--- config.mk ---
export PLATFORM = sky130hd
export DESIGN_NAME = ifetch_unit
export DESIGN_NICKNAME = d
export VERILOG_FILES = /design/src/rtl/ifetch_unit_pkg.sv /design/src/rtl/ifetch_byte_asm.sv /design/src/rtl/ifetch_unit.sv
export SDC_FILE = /design/constraint.sdc
export NUM_CORES = 1
export LEC_CHECK = 0
export CAP_MARGIN = 30
export CORE_MARGIN = 2
export CORE_UTILIZATION = 40
export CTS_BUF_LIST = sky130_fd_sc_hd__clkbuf_16
export CTS_CLUSTER_DIAMETER = 40
export CTS_CLUSTER_SIZE = 10
export DETAILED_ROUTE_END_ITERATION = 12
export HOLD_SLACK_MARGIN = 0.12
export PLACE_DENSITY = 0.82
export RECOVER_POWER = 50
export SKIP_CTS_REPAIR_TIMING = 1
export SLEW_MARGIN = 0
export SYNTH_ARGS = -nofsm -noshare
export SYNTH_HDL_FRONTEND = slang
export SYNTH_SLANG_ARGS = --single-unit
export TNS_END_PERCENT = 30
--- constraint.sdc ---
create_clock -name clk_in -period 2.4 [get_ports clk_in]
set_input_delay 0.36 -clock clk_in [delete_from_list [all_inputs] [get_ports clk_in]]
set_output_delay 0.36 -clock clk_in [all_outputs]
set_load 0.03 [all_outputs]
--- src/rtl/ifetch_unit_pkg.sv ---
// Shared definitions for the instruction fetch front end: FSM encoding,
// encoding-length constants and PC step helper.
package ifetch_unit_pkg;

  typedef enum logic [1:0] {
    S_FETCH = 2'd0,
    S_MISS  = 2'd1,
    S_FILL  = 2'd2,
    S_DRAIN = 2'd3
  } fetch_state_t;

  // Low two bits of the first halfword that mark a full 32-bit encoding.
  localparam logic [1:0] RVC_LOW_BITS = 2'b11;

  localparam logic [2:0] INST_LEN_C = 3'd2;
  localparam logic [2:0] INST_LEN_W = 3'd4;

  function automatic logic [31:0] pc_step(input logic [31:0] pc, input logic [2:0] len);
    return pc + {29'd0, len};
  endfunction

endpackage

--- src/rtl/ifetch_byte_asm.sv ---
// Collects instruction bytes from the memory arbiter, decides the encoding
// length from byte 0 and presents the assembled instruction for the cache write.
module ifetch_byte_asm
  import ifetch_unit_pkg::*;
(
  input  logic        clk_in,
  input  logic        rst_in,
  input  logic        en,
  input  logic        clear,
  input  logic        dvalid,
  input  logic [7:0]  din,
  output logic [2:0]  rcv,
  output logic [2:0]  need,
  output logic        last_byte,
  output logic [31:0] inst
);

  logic [7:0] byte_buf [4];
  logic [2:0] need_next;

  // NOTE: every always_comb output gets a default first so no path leaves it unassigned (no latch).
  always_comb begin
    need_next = need;
    if (dvalid && (rcv == 3'd0))
      need_next = (din[1:0] == RVC_LOW_BITS) ? INST_LEN_W : INST_LEN_C;
  end

  // The length decision made by byte 0 already applies to the byte arriving with it.
  assign last_byte = dvalid && ((rcv + 3'd1) == need_next);

  // NOTE: sequential state uses non-blocking assignments so all registers update from pre-edge values.
  always_ff @(posedge clk_in) begin
    if (rst_in) begin
      rcv  <= '0;
      need <= INST_LEN_C;
    end else if (en) begin
      if (clear) begin
        rcv  <= '0;
        need <= INST_LEN_C;
      end else if (dvalid) begin
        rcv  <= rcv + 3'd1;
        need <= need_next;
      end
    end
  end

  // NOTE: the byte buffer is pure data with no reset; it is only observed while the write strobe qualifies it.
  always_ff @(posedge clk_in) begin
    if (en && !clear && dvalid)
      byte_buf[rcv[1:0]] <= din;
  end

  assign inst = (need == INST_LEN_C) ? {16'h0000, byte_buf[1], byte_buf[0]}
                                     : {byte_buf[3], byte_buf[2], byte_buf[1], byte_buf[0]};

endmodule

--- src/rtl/ifetch_unit.sv ---
// Instruction fetch front end: PC, cache lookup, byte-wise miss refill and
// the valid/ready output register toward the decoder.
module ifetch_unit
  import ifetch_unit_pkg::*;
#(
  parameter logic [31:0] RESET_PC = 32'h0
) (
  input  logic        clk_in,
  input  logic        rst_in,
  input  logic        rdy_in,
  input  logic        flush_in,
  input  logic [31:0] flush_pc,
  output logic        icache_get_ready,
  output logic [31:0] icache_get_addr,
  input  logic        hit,
  input  logic [31:0] icache_get_inst,
  input  logic        icache_get_is_c,
  output logic        wr_ready,
  output logic        wr_is_c,
  output logic [31:0] wr_addr,
  output logic [31:0] wr_inst,
  output logic        mem_req,
  output logic [31:0] mem_addr,
  input  logic        mem_grant,
  input  logic        mem_dvalid,
  input  logic [7:0]  mem_din,
  output logic        inst_valid,
  input  logic        inst_ready,
  output logic [31:0] inst_out,
  output logic [31:0] inst_pc,
  output logic        inst_is_c
);

  fetch_state_t state, state_next;
  logic [31:0]  pc;
  logic [2:0]   iss;
  logic         out_free, lookup_hit, lookup_miss, grant, dv, asm_clear, asm_last;
  logic [2:0]   asm_rcv, asm_need;
  logic [31:0]  asm_inst;

  assign out_free    = !inst_valid || inst_ready;
  assign lookup_hit  = icache_get_ready && hit;
  assign lookup_miss = icache_get_ready && !hit;
  assign grant       = mem_req && mem_grant;
  assign dv          = mem_dvalid && rdy_in && (state == S_MISS) && !flush_in;
  assign asm_clear   = flush_in || lookup_miss;

  ifetch_byte_asm u_byte_asm (
    .clk_in    (clk_in),
    .rst_in    (rst_in),
    .en        (rdy_in),
    .clear     (asm_clear),
    .dvalid    (dv),
    .din       (mem_din),
    .rcv       (asm_rcv),
    .need      (asm_need),
    .last_byte (asm_last),
    .inst      (asm_inst)
  );

  assign icache_get_addr = pc;
  assign mem_addr        = mem_req ? pc_step(pc, iss) : '0;
  assign wr_addr         = wr_ready ? pc : '0;
  assign wr_inst         = wr_ready ? asm_inst : '0;
  assign wr_is_c         = wr_ready && (asm_need == INST_LEN_C);

  always_comb begin
    state_next       = state;
    icache_get_ready = 1'b0;
    mem_req          = 1'b0;
    wr_ready         = 1'b0;
    if (!rst_in && rdy_in) begin
      unique case (state)
        S_FETCH: begin
          icache_get_ready = out_free && !flush_in;
          if (icache_get_ready && !hit) state_next = S_MISS;
        end
        S_MISS: begin
          mem_req = (iss < asm_need);
          if (asm_last) state_next = S_FILL;
        end
        S_FILL: begin
          wr_ready   = !flush_in;
          state_next = S_FETCH;
        end
        S_DRAIN: state_next = S_FETCH;
        default: state_next = S_FETCH;
      endcase
      // A byte still in flight after the redirect must be swallowed before refetching.
      if (flush_in)
        state_next = (grant || ((state == S_MISS) && (iss > asm_rcv))) ? S_DRAIN : S_FETCH;
    end
  end

  always_ff @(posedge clk_in) begin
    if (rst_in)      state <= S_FETCH;
    else if (rdy_in) state <= state_next;
  end

  always_ff @(posedge clk_in) begin
    if (rst_in) begin
      pc         <= RESET_PC;
      iss        <= '0;
      inst_valid <= 1'b0;
      inst_out   <= '0;
      inst_pc    <= '0;
      inst_is_c  <= 1'b0;
    end else if (rdy_in) begin
      if (flush_in) begin
        pc         <= {flush_pc[31:1], 1'b0};
        iss        <= '0;
        inst_valid <= 1'b0;
      end else begin
        if (lookup_miss) iss <= '0;
        else if (grant)  iss <= iss + 3'd1;
        if (lookup_hit) begin
          inst_valid <= 1'b1;
          inst_out   <= icache_get_inst;
          inst_pc    <= pc;
          inst_is_c  <= icache_get_is_c;
          pc         <= pc_step(pc, icache_get_is_c ? INST_LEN_C : INST_LEN_W);
        end else if (inst_ready) begin
          inst_valid <= 1'b0;
        end
      end
    end
  end

endmodule

==> flow_summary.ini <==
[status]
outcome = finished with violations
violations = setup timing

[clocking]
clk_path_buf_depth = 2
clk_latency_ps = 420
clkTransAtPathRegs_ps = 60
cts_sinks = 139
tritoncts = done
cts_buffers = 17
cts_root_buf = clkbuf_16
htreeDepth = 4

[setup_path]
critical_path.slowest_cell = or3_4
crit_fanout = 4
path_cells = inv_2 -> fa_2 -> and2b_2 -> nor2_4 -> nor4_4 -> nand3_2 -> or3_4 -> a21oi_4 -> buf_12
rr_startpoint = iss[1]$_SDFFE_PP0P_
worstSetupStartpointType = flip-flop
r2r-end = state[0]$_SDFFE_PP0P_
worstSetupPathType = reg -> out
arrival_ps = 2590
reg2reg_slack_ps = -50
rr_worst_depth = 11
end_kind = output port
path_buf_inv = 2
crit_required_ps = 2040
worst_path_largest_cell_delay_ps = 420
critPathTopFamily = simple AND/OR/NAND/NOR gates

[yosys]
ys.warnings.count = 0
synth.distinct_cells = 72
synthTopCellsByCount = nand2_1 (174), dfxtp_1 (107), a21oi_1 (105)
synth_ff_type = dfxtp_1
synth_top_cell_by_area = dfxtp_1
netlist_area_um2 = 7321
yosysTopAreaCellShare_pct = 29.26
synth.most_common_cell = nand2_1
ys_seq_area_share_pct = 42.39
synth_cells = 898
synthTopCellsByArea = dfxtp_1 (29%), edfxtp_1 (13%), nand2_1 (8.9%)
async_reset_ff_share_pct = 0
ys_ff_latch = 139
synth-edff-count = 32
avgSynthCellArea_um2 = 8.152

[layout]
final_cells = 1472
drive_gt1_share_pct = 25.52
design_area_um2 = 11950
num-nets-final = 1326
area_growth_pct = 63.22
fill_cells = 1429

[floorplan]
dieHeight_um = 139.3
dieWidth_um = 139.3
io_pins = 279
core.rowCount = 49
die_area_um2 = 19400
start_util_pct = 40.75
core_area_um2 = 17960

[pwr]
seq_power_share_pct = 40.4
power.density_nw_per_um2 = 520.0
p_sw_uw = 1729
p_sw_share_pct = 27.83
power_frac_comb_pct = 15.4
power.leakage_uw = 0.004739
p_int_uw = 4485
ir_drop_mv = 0.4910
power_frac_clock_pct = 44.2

[routing]
wire_per_inst_um = 18.08
drt-initial-drc-count = 619
firstDrtPassIters = 6
via_per_inst = 5.450
vias = 8022
final_antenna_net_count = 0
drc = 0
finalWirelength_um = 26610

[placement]
dp_cells = 1427
routabilityCongestion = 0.8870
dp_hpwl_um = 18720
numPortBuffers = 274
place_area_um2 = 10830

[flow_run]
drv_cap = 0

[global_routing]
grt_max_degree = 58
grt_pass1_vias = 7623
grt_overflow = 0
grt_pass1_wl_um = 39940
grtUsageTotal_pct = 25.51
antenna_found_initial = 1

[timing]
fmax_mhz = 339.2
finalSetupViolations = 34
rsz0062_at_grt = yes
fin_crit_sh_pct = 122.8
maxSlewHeadroom_pct = 47.79
slew_viol_final = 0
min_period_ps = 2948
clock_skew_ps = 7.552
setup_ws_ps = -548.0
timing_hold_violations_final = 0
tightest_slew_ps = 783.2

[min_path]
holdPathEnd = u_byte_asm.need[1]$_SDFFE_PP1P_
worst_hold_path_type = in -> reg
min-delay-start = rst_in
holdPathStages = 4
[worst max-delay path by stage]
stage          cells past startpoint                               end                        startpoint  slack (ps)
2_1_floorplan                      6                      mem_addr[19]  icache_get_addr[13]$_SDFFE_PP0P_         -20
3_3_place_gp                       9  icache_get_addr[17]$_SDFFE_PP0P_                   icache_get_is_c        -150
3_5_place_dp                       9  icache_get_addr[17]$_SDFFE_PP0P_                   icache_get_is_c        -210
4_1_cts                            9                      mem_addr[18]               iss[1]$_SDFFE_PP0P_        -610
5_1_grt                            9                      mem_addr[18]               iss[1]$_SDFFE_PP0P_        -690
6_report                           9                      mem_addr[18]               iss[1]$_SDFFE_PP0P_        -550
[power groups by stage]
stage	clock network (uW)	registers (uW)	logic, uW
global route	2850	2520	1020
floorplan	0	2670	362
global placement	0	2560	913
finish	2740	2510	960
CTS	2770	2510	932
detailed placement	0	2560	927
[state kept, by name, indices dropped and copies added (netlist names)]
signal,count
state,2
inst_is_c,1
u_byte_asm.rcv,3
u_byte_asm.need,3
inst_valid,1
u_byte_asm.byte_buf,32
icache_get_addr,31
iss,3
inst_out,32
inst_pc,31
[layer usage]
metal  up-vias  global-route usage, %  wire length (um)
met4         0                  12.01              1051
met5         -                      0                 0
met1      3796                  31.07             10530
met3        79                  6.194              2030
li1       3750                      -                 -
met2       397                  42.57             13000
[per-stage QoR]
step / util [%] / TNS (ps) / hold WS, ps / setup slack (ps) / power (uW)
after floorplan: - / -62.70 / 458.9 / -20.24 / 3031
after global routing: 66.52 / -19750 / 383.1 / -690.2 / 6386
after CTS: 63.66 / -17630 / 365.2 / -614.0 / 6214
after detailed placement: 60.27 / -7892 / 445.3 / -211.1 / 3486
after global placement: 60.27 / -4796 / 440.2 / -145.8 / 3470
final: 66.52 / -13940 / 388.8 / -548.0 / 6214
[cell usage in the layout, fill, tap and decap left out, types with 6 or more instances in the layout]
| master | count |
|---|---|
| a21oi_1 | 98 |
| xnor2_1 | 16 |
| buf_12 | 21 |
| dfxtp_1 | 100 |
| edfxtp_1 | 32 |
| nand2b_1 | 6 |
| o21ai_0 | 44 |
| and2_1 | 66 |
| nand4_1 | 7 |
| nor2_4 | 24 |
| nor3_1 | 19 |
| and3_1 | 6 |
| xor2_1 | 9 |
| buf_4 | 154 |
| nand2_1 | 173 |
| clkbuf_16 | 21 |
| nand3_1 | 17 |
| a211oi_1 | 9 |
| inv_1 | 11 |
| dfxtp_2 | 6 |
| ha_1 | 13 |
| buf_6 | 22 |
| nor2_1 | 39 |
| dlygate4sd3_1 | 76 |
| clkdlybuf4s50_1 | 96 |
| nor2b_1 | 6 |
| nor2_2 | 7 |
| or3_1 | 6 |
[cell type report]
cell class	instances	area, um^2	share of cell area [%]
antenna	1	2.502	0.02094
clock buffer	18	450.4	3.770
clock inverter	14	158.9	1.330
inverter	14	65.06	0.5445
multi-input combinational	676	4194	35.10
sequential	139	3114	26.06
tap	229	286.5	2.398
timing repair buffer	381	3677	30.77
[worst reg2reg max path, stage by stage, from the launching register on]
cell and delay (ps):
dfxtp_2 320, buf_4 130, buf_6 120, ha_4 200, a21o_1 170, a2111o_2 550, buf_6 160, clkbuf_16 170
clkinv_8 60, nand2_2 100, a21o_1 190, a41oi_1 200
[cells by family (layout without fill, tap and decap cells)]
| logic type | Yosys count | in the layout | synth area share [%] |
|---|---|---|---|
| flops | 139 | 139 | 42.39 |
| xor+xnor | 29 | 29 | 3.469 |
| simple gates | 413 | 413 | 28.25 |
| compound gates | 209 | 209 | 16.85 |
| mux | 5 | 5 | 0.6837 |
| other cells | 2 | 5 | 0.1026 |
| fa+ha+maj | 16 | 16 | 2.940 |
| buf+inv | 85 | 427 | 5.315 |
Power figures use the tool's default switching activity.
